File: config.mk
export PLATFORM = sky130hd
export DESIGN_NAME = nurn_status_sequencer
export DESIGN_NICKNAME = d
export VERILOG_FILES = /design/src/rtl/nurn_pkg.sv /design/src/rtl/sat_add3.sv /design/src/rtl/nurn_status_sequencer.sv
export SDC_FILE = /design/constraint.sdc
export NUM_CORES = 1
export LEC_CHECK = 0
export CAP_MARGIN = 20
export CORE_UTILIZATION = 38
export CTS_BUF_LIST = sky130_fd_sc_hd__clkbuf_4 sky130_fd_sc_hd__clkbuf_8
export CTS_CLUSTER_DIAMETER = 200
export CTS_CLUSTER_SIZE = 28
export DETAILED_ROUTE_END_ITERATION = 8
export GPL_TIMING_DRIVEN = 0
export PLACE_DENSITY = 0.66
export SKIP_LAST_GASP = 1
export SYNTH_ARGS = -nofsm -noshare
export SYNTH_HDL_FRONTEND = slang
export SYNTH_HIERARCHICAL = 1
export SYNTH_SLANG_ARGS = --single-unit
export TNS_END_PERCENT = 50
File: constraint.sdc
create_clock -name clk_i -period 4.8 [get_ports clk_i]
set_clock_uncertainty 0.05 [all_clocks]
set_input_delay 1.44 -clock clk_i [delete_from_list [all_inputs] [get_ports clk_i]]
set_output_delay 1.44 -clock clk_i [all_outputs]
set_load 0.02 [all_outputs]
File: src/rtl/nurn_pkg.sv
// Shared definitions for the neuron status sequencer:
// status-word select codes and the sweep FSM state encoding.
package nurn_pkg;

   localparam logic [1:0] SEL_BIAS = 2'b00;
   localparam logic [1:0] SEL_VM   = 2'b01;
   localparam logic [1:0] SEL_TH   = 2'b10;
   localparam logic [1:0] SEL_HIST = 2'b11;

   typedef enum logic [3:0] {
      ST_IDLE,
      ST_RD_B,
      ST_RD_V,
      ST_RD_T,
      ST_RD_H,
      ST_CALC,
      ST_WR_V,
      ST_WR_H,
      ST_DONE
   } state_t;

endpackage

File: src/rtl/sat_add3.sv
// Three-operand signed adder, clamped to the W-bit signed range.
// Two guard bits hold any sum of three W-bit operands exactly.
module sat_add3 #(
   parameter int W = 16
) (
   input  logic signed [W-1:0] a,
   input  logic signed [W-1:0] b,
   input  logic signed [W-1:0] c,
   output logic signed [W-1:0] y
);

   logic signed [W+1:0] sum;

   // Exact sum, then clamp when the top three bits disagree
   always_comb begin
      sum = {{2{a[W-1]}}, a}
          + {{2{b[W-1]}}, b}
          + {{2{c[W-1]}}, c};
      if (sum[W+1:W-1] == 3'b000 || sum[W+1:W-1] == 3'b111) begin
         y = sum[W-1:0];
      end else if (sum[W+1]) begin
         y = {1'b1, {(W-1){1'b0}}};
      end else begin
         y = {1'b0, {(W-1){1'b1}}};
      end
   end

endmodule

File: src/rtl/nurn_status_sequencer.sv
// Per-time-step neuron sweep: reads bias/V/Th/history for each neuron,
// integrates with the synaptic sum, fires on threshold, writes back.
module nurn_status_sequencer
   import nurn_pkg::*;
#(
   parameter int NUM_NURNS          = 256,
   parameter int DSIZE              = 16,
   parameter int NURN_CNT_BIT_WIDTH = 8,
   parameter int STDP_WIN_BIT_WIDTH = 8,
   parameter logic [DSIZE-1:0] RESET_POT = '0
) (
   input  logic                          clk_i,
   input  logic                          rst_n_i,
   input  logic                          start_i,
   output logic                          busy_o,
   output logic                          done_o,
   output logic [NURN_CNT_BIT_WIDTH+1:0] Addr_StatRd_A_o,
   output logic                          rdEn_StatRd_A_o,
   input  logic [DSIZE-1:0]              data_StatRd_A_i,
   output logic [NURN_CNT_BIT_WIDTH+1:0] Addr_StatWr_B_o,
   output logic                          wrEn_StatWr_B_o,
   output logic [DSIZE-1:0]              data_StatWr_B_o,
   output logic                          syn_rdEn_o,
   output logic [NURN_CNT_BIT_WIDTH-1:0] syn_nurn_o,
   input  logic [DSIZE-1:0]              syn_data_i,
   output logic                          spike_vld_o,
   output logic [NURN_CNT_BIT_WIDTH-1:0] spike_nurn_o
);

   localparam int CW = NURN_CNT_BIT_WIDTH;
   localparam int HW = STDP_WIN_BIT_WIDTH;
   localparam logic [CW-1:0] LAST_NURN = CW'(NUM_NURNS - 1);

   state_t state_q, state_d;
   logic [CW-1:0] cnt_q;

   logic signed [DSIZE-1:0] bias_q, syn_q, vm_q, th_q;
   logic signed [DSIZE-1:0] vsum, vnew_q;
   logic [HW-2:0] hist_q;
   logic spike_q, fire;

   sat_add3 #(.W(DSIZE)) u_sat (
      .a (vm_q),
      .b (bias_q),
      .c (syn_q),
      .y (vsum)
   );

   assign fire = (vsum >= th_q);

   // FSM state register
   always_ff @(posedge clk_i or negedge rst_n_i) begin
      if (!rst_n_i) state_q <= ST_IDLE;
      else          state_q <= state_d;
   end

   // Neuron index: advances after each history write, wraps at the last neuron
   always_ff @(posedge clk_i or negedge rst_n_i) begin
      if (!rst_n_i) begin
         cnt_q <= '0;
      end else if (state_q == ST_WR_H) begin
         cnt_q <= (cnt_q == LAST_NURN) ? '0 : cnt_q + 1'b1;
      end else if (state_q == ST_DONE) begin
         cnt_q <= '0;
      end
   end

   // Capture read data one cycle after each read, then register the update
   always_ff @(posedge clk_i or negedge rst_n_i) begin
      if (!rst_n_i) begin
         bias_q  <= '0;
         syn_q   <= '0;
         vm_q    <= '0;
         th_q    <= '0;
         hist_q  <= '0;
         vnew_q  <= '0;
         spike_q <= 1'b0;
      end else begin
         case (state_q)
            ST_RD_V: begin
               bias_q <= data_StatRd_A_i;
               syn_q  <= syn_data_i;
            end
            ST_RD_T: vm_q <= data_StatRd_A_i;
            ST_RD_H: th_q <= data_StatRd_A_i;
            ST_CALC: begin
               hist_q  <= data_StatRd_A_i[HW-2:0];
               spike_q <= fire;
               vnew_q  <= fire ? RESET_POT : vsum;
            end
            default: ;
         endcase
      end
   end

   // Next-state and port drive; all ports idle unless the state uses them
   always_comb begin
      state_d         = state_q;
      busy_o          = (state_q != ST_IDLE);
      done_o          = 1'b0;
      Addr_StatRd_A_o = '0;
      rdEn_StatRd_A_o = 1'b0;
      Addr_StatWr_B_o = '0;
      wrEn_StatWr_B_o = 1'b0;
      data_StatWr_B_o = '0;
      syn_rdEn_o      = 1'b0;
      syn_nurn_o      = '0;
      spike_vld_o     = 1'b0;
      spike_nurn_o    = '0;
      case (state_q)
         ST_IDLE: begin
            if (start_i) state_d = ST_RD_B;
         end
         ST_RD_B: begin
            rdEn_StatRd_A_o = 1'b1;
            Addr_StatRd_A_o = {cnt_q, SEL_BIAS};
            syn_rdEn_o      = 1'b1;
            syn_nurn_o      = cnt_q;
            state_d         = ST_RD_V;
         end
         ST_RD_V: begin
            rdEn_StatRd_A_o = 1'b1;
            Addr_StatRd_A_o = {cnt_q, SEL_VM};
            state_d         = ST_RD_T;
         end
         ST_RD_T: begin
            rdEn_StatRd_A_o = 1'b1;
            Addr_StatRd_A_o = {cnt_q, SEL_TH};
            state_d         = ST_RD_H;
         end
         ST_RD_H: begin
            rdEn_StatRd_A_o = 1'b1;
            Addr_StatRd_A_o = {cnt_q, SEL_HIST};
            state_d         = ST_CALC;
         end
         ST_CALC: begin
            state_d = ST_WR_V;
         end
         ST_WR_V: begin
            wrEn_StatWr_B_o = 1'b1;
            Addr_StatWr_B_o = {cnt_q, SEL_VM};
            data_StatWr_B_o = vnew_q;
            spike_vld_o     = spike_q;
            spike_nurn_o    = spike_q ? cnt_q : '0;
            state_d         = ST_WR_H;
         end
         ST_WR_H: begin
            wrEn_StatWr_B_o = 1'b1;
            Addr_StatWr_B_o = {cnt_q, SEL_HIST};
            data_StatWr_B_o = {{(DSIZE-HW){1'b0}}, hist_q, spike_q};
            state_d = (cnt_q == LAST_NURN) ? ST_DONE : ST_RD_B;
         end
         ST_DONE: begin
            done_o  = 1'b1;
            state_d = ST_IDLE;
         end
         default: state_d = ST_IDLE;
      endcase
   end

endmodule

Word-level counts from Yosys, hierarchy flattened --
Index checks and enable logic that the tools add are counted. W data, S select, Z words.
Storage, ports and cells: RAM bits 0, output and inout port bits 58, latch bits 0, memories kept 0, ROM bits 0, bits in registers 100, bits of input ports 35
Operators by class: $add $sub $neg 3, multipliers 0, $lt $le $gt $ge 1, eq/ne operators 11, shifts and indexed selects 0, divide/modulo/power cells 0, mux-type cells 20, bitwise logic cells 0, reductions and logical operators 7
Operators by type and width (count):
- $mux W16 | 3
- $mux W8 | 6
- $pmux W10 S4 | 1
- $pmux W16 S2 | 1
- $pmux W4 S8 | 1
- $pmux W10 S2 | 1
- $add A18 B18 Y18 | 1
- $add A16 B16 Y17 | 1
- $eq A4 B3 Y1 const B | 4
- $ge A16 B16 Y1 | 1
- $add A8 B1 Y8 const B | 1
- $eq A4 B2 Y1 const B | 2
- $eq A8 B8 Y1 const B | 1
- $mux W4 | 2
- $mux W1 | 5
- $eq A4 B1 Y1 const B | 1
- $eq A4 B4 Y1 const B | 1
- $logic_not A4 Y1 | 1
- $reduce_bool A4 Y1 | 1
- $reduce_or A4 Y1 | 1
- $eq A3 B3 Y1 const B | 1
- $logic_not A3 Y1 | 1
- $ne A2 B2 Y1 const B | 1
- $reduce_bool A2 Y1 | 1
- 2 further kinds | 2

Longest topological paths before layout --
word-level depth 7, depth in mapped cells 21

Cells and area by module --
The synthesis kept the hierarchy.
Modules (own cells, without submodules):
- nurn_status_sequencer | instances 1, cells an instance 461, area each 4913.5 um2, seq. area each 2502.4 um2
- sat_add3 | instances 1, cells an instance 152, area each 1280.0 um2, seq. area each 0.0 um2

Worst setup path after synthesis --
Ideal clock, no wire load.
kind register to register, start reg vm_q[1], end reg spike_q, period minus slack after synthesis 4.971 ns, slack -0.171 ns, stages on the path, launching flop included 18, arrival 4.795 ns, required time 4.624 ns, setup time 0.126 ns, path through dfrtp_1 -> fa_1 -> ha_1 -> fa_1 -> a21o_1 -> a31oi_1 -> nor4b_2 -> or4_4 -> a22oi_4 -> a21boi_2 -> buf_6 -> o21ai_0 -> ha_1 -> a21oi_1 -> nand2_1 -> a221o_1 -> o31a_1 -> o32a_1
On the way: word-level cells in the longest chain between the ends 6, elaborated cells between the ends (all ways) 8
Ends and longest elaborated chain:
- start, declared | line nurn_status_sequencer.sv:37 | logic signed [DSIZE-1:0] bias_q, syn_q, vm_q, th_q;
- start signal, assigned | line nurn_status_sequencer.sv:84 | ST_RD_T: vm_q <= data_StatRd_A_i;
- $add A16 B16 Y17 (*) | line sat_add3.sv:17 | + {{2{b[W-1]}}, b}
- $add A18 B18 Y18 (*) | line sat_add3.sv:18 | + {{2{c[W-1]}}, c};
- $eq A3 B3 Y1 / $logic_not A3 Y1 (equally long branches) | line sat_add3.sv:19 | if (sum[W+1:W-1] == 3'b000 || sum[W+1:W-1] == 3'b111) begin
- $logic_or A1 B1 Y1 | line sat_add3.sv:19
- $mux W16 (*) | line sat_add3.sv:19
- named net vsum[15] | line nurn_status_sequencer.sv:38 | logic signed [DSIZE-1:0] vsum, vnew_q;
- $ge A16 B16 Y1 (*) | line nurn_status_sequencer.sv:49 | assign fire = (vsum >= th_q);
- end signal, assigned | line nurn_status_sequencer.sv:88 | spike_q <= fire;
- end, declared | line nurn_status_sequencer.sv:40 | logic spike_q, fire;
The timed path passes the listed nets; every way through them passes the cells marked *. A chain may end at the register's enable or synchronous reset.

Worst setup path in the final report --
Ends and elaborated chain as after synthesis.

==> impl_metrics.json <==
{
  "fp.dieW_um": 130,
  "avgSynthCellArea_um2": 10.1,
  "maxSlewHeadroom_pct": 41.1,
  "initial_core_util_pct": 39.0,
  "wire_per_inst_um": 16.2,
  "post-route-min-period_ps": 5030,
  "regArea_mm2": 0.00250,
  "nFillCells": 1436,
  "vias": 5006,
  "routed_via_density": 5.14,
  "rsz0062_at_grt": "yes",
  "hold_class": "reg2reg",
  "io_pins": 93,
  "max_freq_mhz": 199,
  "antenna_left": 0,
  "numCtsBuffers": 9,
  "drt_iter0_markers": 350,
  "synth_most_common_cell": "dfrtp_1",
  "synth_top_cell_by_area": "dfrtp_1",
  "io_buffers": 92,
  "yosys_most_used_dff": "dfrtp_1",
  "violations": "setup timing",
  "final-hold-violation-count": 0,
  "syn_nets": 698,
  "reg2reg_to": "spike_q",
  "areaGrowthSynthToFinish_pct": 33.7,
  "crit_end": "spike_q",
  "dieArea_mm2": 0.0168,
  "cts_tree": "done",
  "crit_path_start_kind": "flip-flop",
  "antenna_cells": 0,
  "cts_sinks": 100,
  "clk_latency_ps": 380,
  "cts_max_level": 3,
  "crit_slowest_cell": "or4_4",
  "track_usage_pct": 19.5,
  "grt_overflow": 0,
  "antenna_found_initial": 0,
  "status": "finished with violations",
  "r2r_slack_ps": -230,
  "place_congestion": 0.877,
  "cts_buffer_depth": 2,
  "tightest_slew_ps": 877,
  "cts_root_buf": "clkbuf_8",
  "synthCells": 613,
  "synth_seq_cells": 100,
  "dp_hpwl_mm": 11.7,
  "rows": 46,
  "maxCapViolCount": 0,
  "max_stage_delay_ps": 510,
  "core_area_mm2": 0.0159,
  "drc": 0,
  "cts_hold_buffers": 0,
  "timing.final.ws_setup_ps": -230,
  "crit_start": "vm_q[1]",
  "synth_top_area_share_pct": 40.4,
  "final_util_pct": 52.1,
  "hold-path-cell-count": 2,
  "firstDrtPassIters": 4,
  "r2r.worst_path.cells": 19,
  "ys_top_cells_by_count": "dfrtp_1, nand2_1, mux2_2, o21ai_0, ha_1",
  "crit_chain": "fa_1 > ha_2 > fa_2 > a21o_1 > a31oi_4 > nor4b_4 > or4_4 > a22oi_4 > a21boi_4 > buf_8 > o21ai_4 > ha_4 > nand4_1 > nor2_1 > a221o_1 > buf_6 > nor4_4 > buf_4 > o32a_1",
  "worstPathMaxFanout": 5,
  "fin_tns_setup_ps": -3410,
  "ys_seq_area_share_pct": 40.4,
  "final_nets": 838,
  "critPathKind": "reg2reg",
  "synth.yosys.warnings": 6,
  "synth_edf_count": 0,
  "grt_pass1_wl_mm": 25.3,
  "endpoint_kind": "flip-flop",
  "worstPathRequired_ps": 5030,
  "r2r-start": "vm_q[1]",
  "timing.final.crit_share_pct": 105,
  "syn_area_mm2": 0.00619,
  "crit_arrival_ps": 5260,
  "grt_max_degree": 62,
  "routed_wl_mm": 15.8,
  "die_height_um": 130,
  "finalSetupViolations": 17,
  "drive_gt1_share_pct": 22.5,
  "finalMaxSlewViolations": 0,
  "ys_types": 58,
  "grt_pass1_vias": 5004,
  "clk_pin_slew_worst_paths_ps": 90,
  "multiInputGateArea_mm2": 0.00379,
  "synth_async_sr_flop_share_pct": 100,
  "synth_area_leaders": "dfrtp_1, mux2_2, ha_1"
}
==> layer usage <==
metal / vias to the layer above / share of wire [%] / track usage, %
met2: 88 / 49 / 32.0
li1: 2444 / - / -
met3: 19 / 2.9 / 3.59
met1: 2455 / 47 / 26.4
met5: - / 0 / 0
met4: 0 / 1.4 / 5.06
==> state kept, by name, indices dropped and copies added, names as in the netlist <==
name and flops:
vnew_q 16, hist_q 7, th_q 16, spike_q 1
vm_q 16, syn_q 16, state_q 4, bias_q 16
cnt_q 8
==> stage by stage <==
step	instances	hold slack [ps]	worst slack (ps)	area [um^2]
2_1_floorplan	613	390	16.3	6210
3_3_place_gp	921	413	-1410	7400
3_5_place_dp	922	411	-539	7420
4_1_cts	961	433	-140	8000
5_1_grt	973	453	-348	8280
6_report	973	436	-230	8280
==> area by class of cell <==
class | count | share of cell area, %
Multi-Input combinational cell | 456 | 45.8
Buffer | 28 | 1.96
Clock inverter | 5 | 0.937
Sequential cell | 100 | 30.2
Tap cell | 216 | 3.26
Timing Repair Buffer | 129 | 14.9
Inverter | 29 | 1.31
Clock buffer | 10 | 1.59
==> cells by family after synthesis <==
family,synth area share (%)
compound gates,15.1
xor+xnor,1.84
fa+ha+maj,12.2
buf+inv,4.06
flops,40.4
mux,9.09
simple gates,17.4
==> cells in the final DEF (no fill, tap or decap), types with 6 or more instances in the layout <==
cell type / n
dfrtp_1: 100
clkdlybuf4s50_1: 91
nand2_1: 87
mux2_2: 50
o21ai_0: 38
buf_4: 32
inv_1: 29
and2_1: 29
ha_1: 24
and3_1: 19
nor2_1: 18
a21oi_1: 16
fa_1: 16
nand3_1: 14
clkbuf_1: 13
a22o_1: 9
nor3_1: 9
xor2_1: 9
nand4_1: 9
a21o_1: 9
buf_6: 9
clkbuf_8: 9
buf_2: 8
ha_4: 8
o21ai_4: 8
o31ai_4: 7
o31ai_1: 6
==> worst min path at each step <==
| stage | startpoint | endpoint | slack, ps |
|---|---|---|---|
| after detailed placement | vnew_q[15] | vnew_q[15] | 410 |
| after floorplan | vnew_q[15] | vnew_q[15] | 390 |
| after CTS | vnew_q[15] | vnew_q[15] | 430 |
| after global placement | hist_q[4] | hist_q[4] | 410 |
| after global routing | hist_q[6] | hist_q[6] | 450 |
| final | hist_q[5] | hist_q[5] | 440 |
==> critical path: cells and delay by family (launching register included) <==
kind | cells | cell delay [ps]
AO/OA/AOI/OAI | 7 | 1590
adder cells (fa/ha/maj) | 4 | 1330
AND/OR/NAND/NOR | 5 | 1040
buffers and inverters | 3 | 490
flip-flops | 1 | 410
==> repair_timing <==
action / 4_1_cts / 5_1_grt
setup buffers: 21 / 10
endpoints found under the setup margin: 17 / 17
endpoints found under the hold margin: 0 / 0
pin swaps: 26 / 37
gates cloned: 3 / 2
resized for setup: 37 / 38
Power is left out: the tool's default activity adds up to more than one toggle a clock period on the data nets, which glitch-free logic cannot reach.
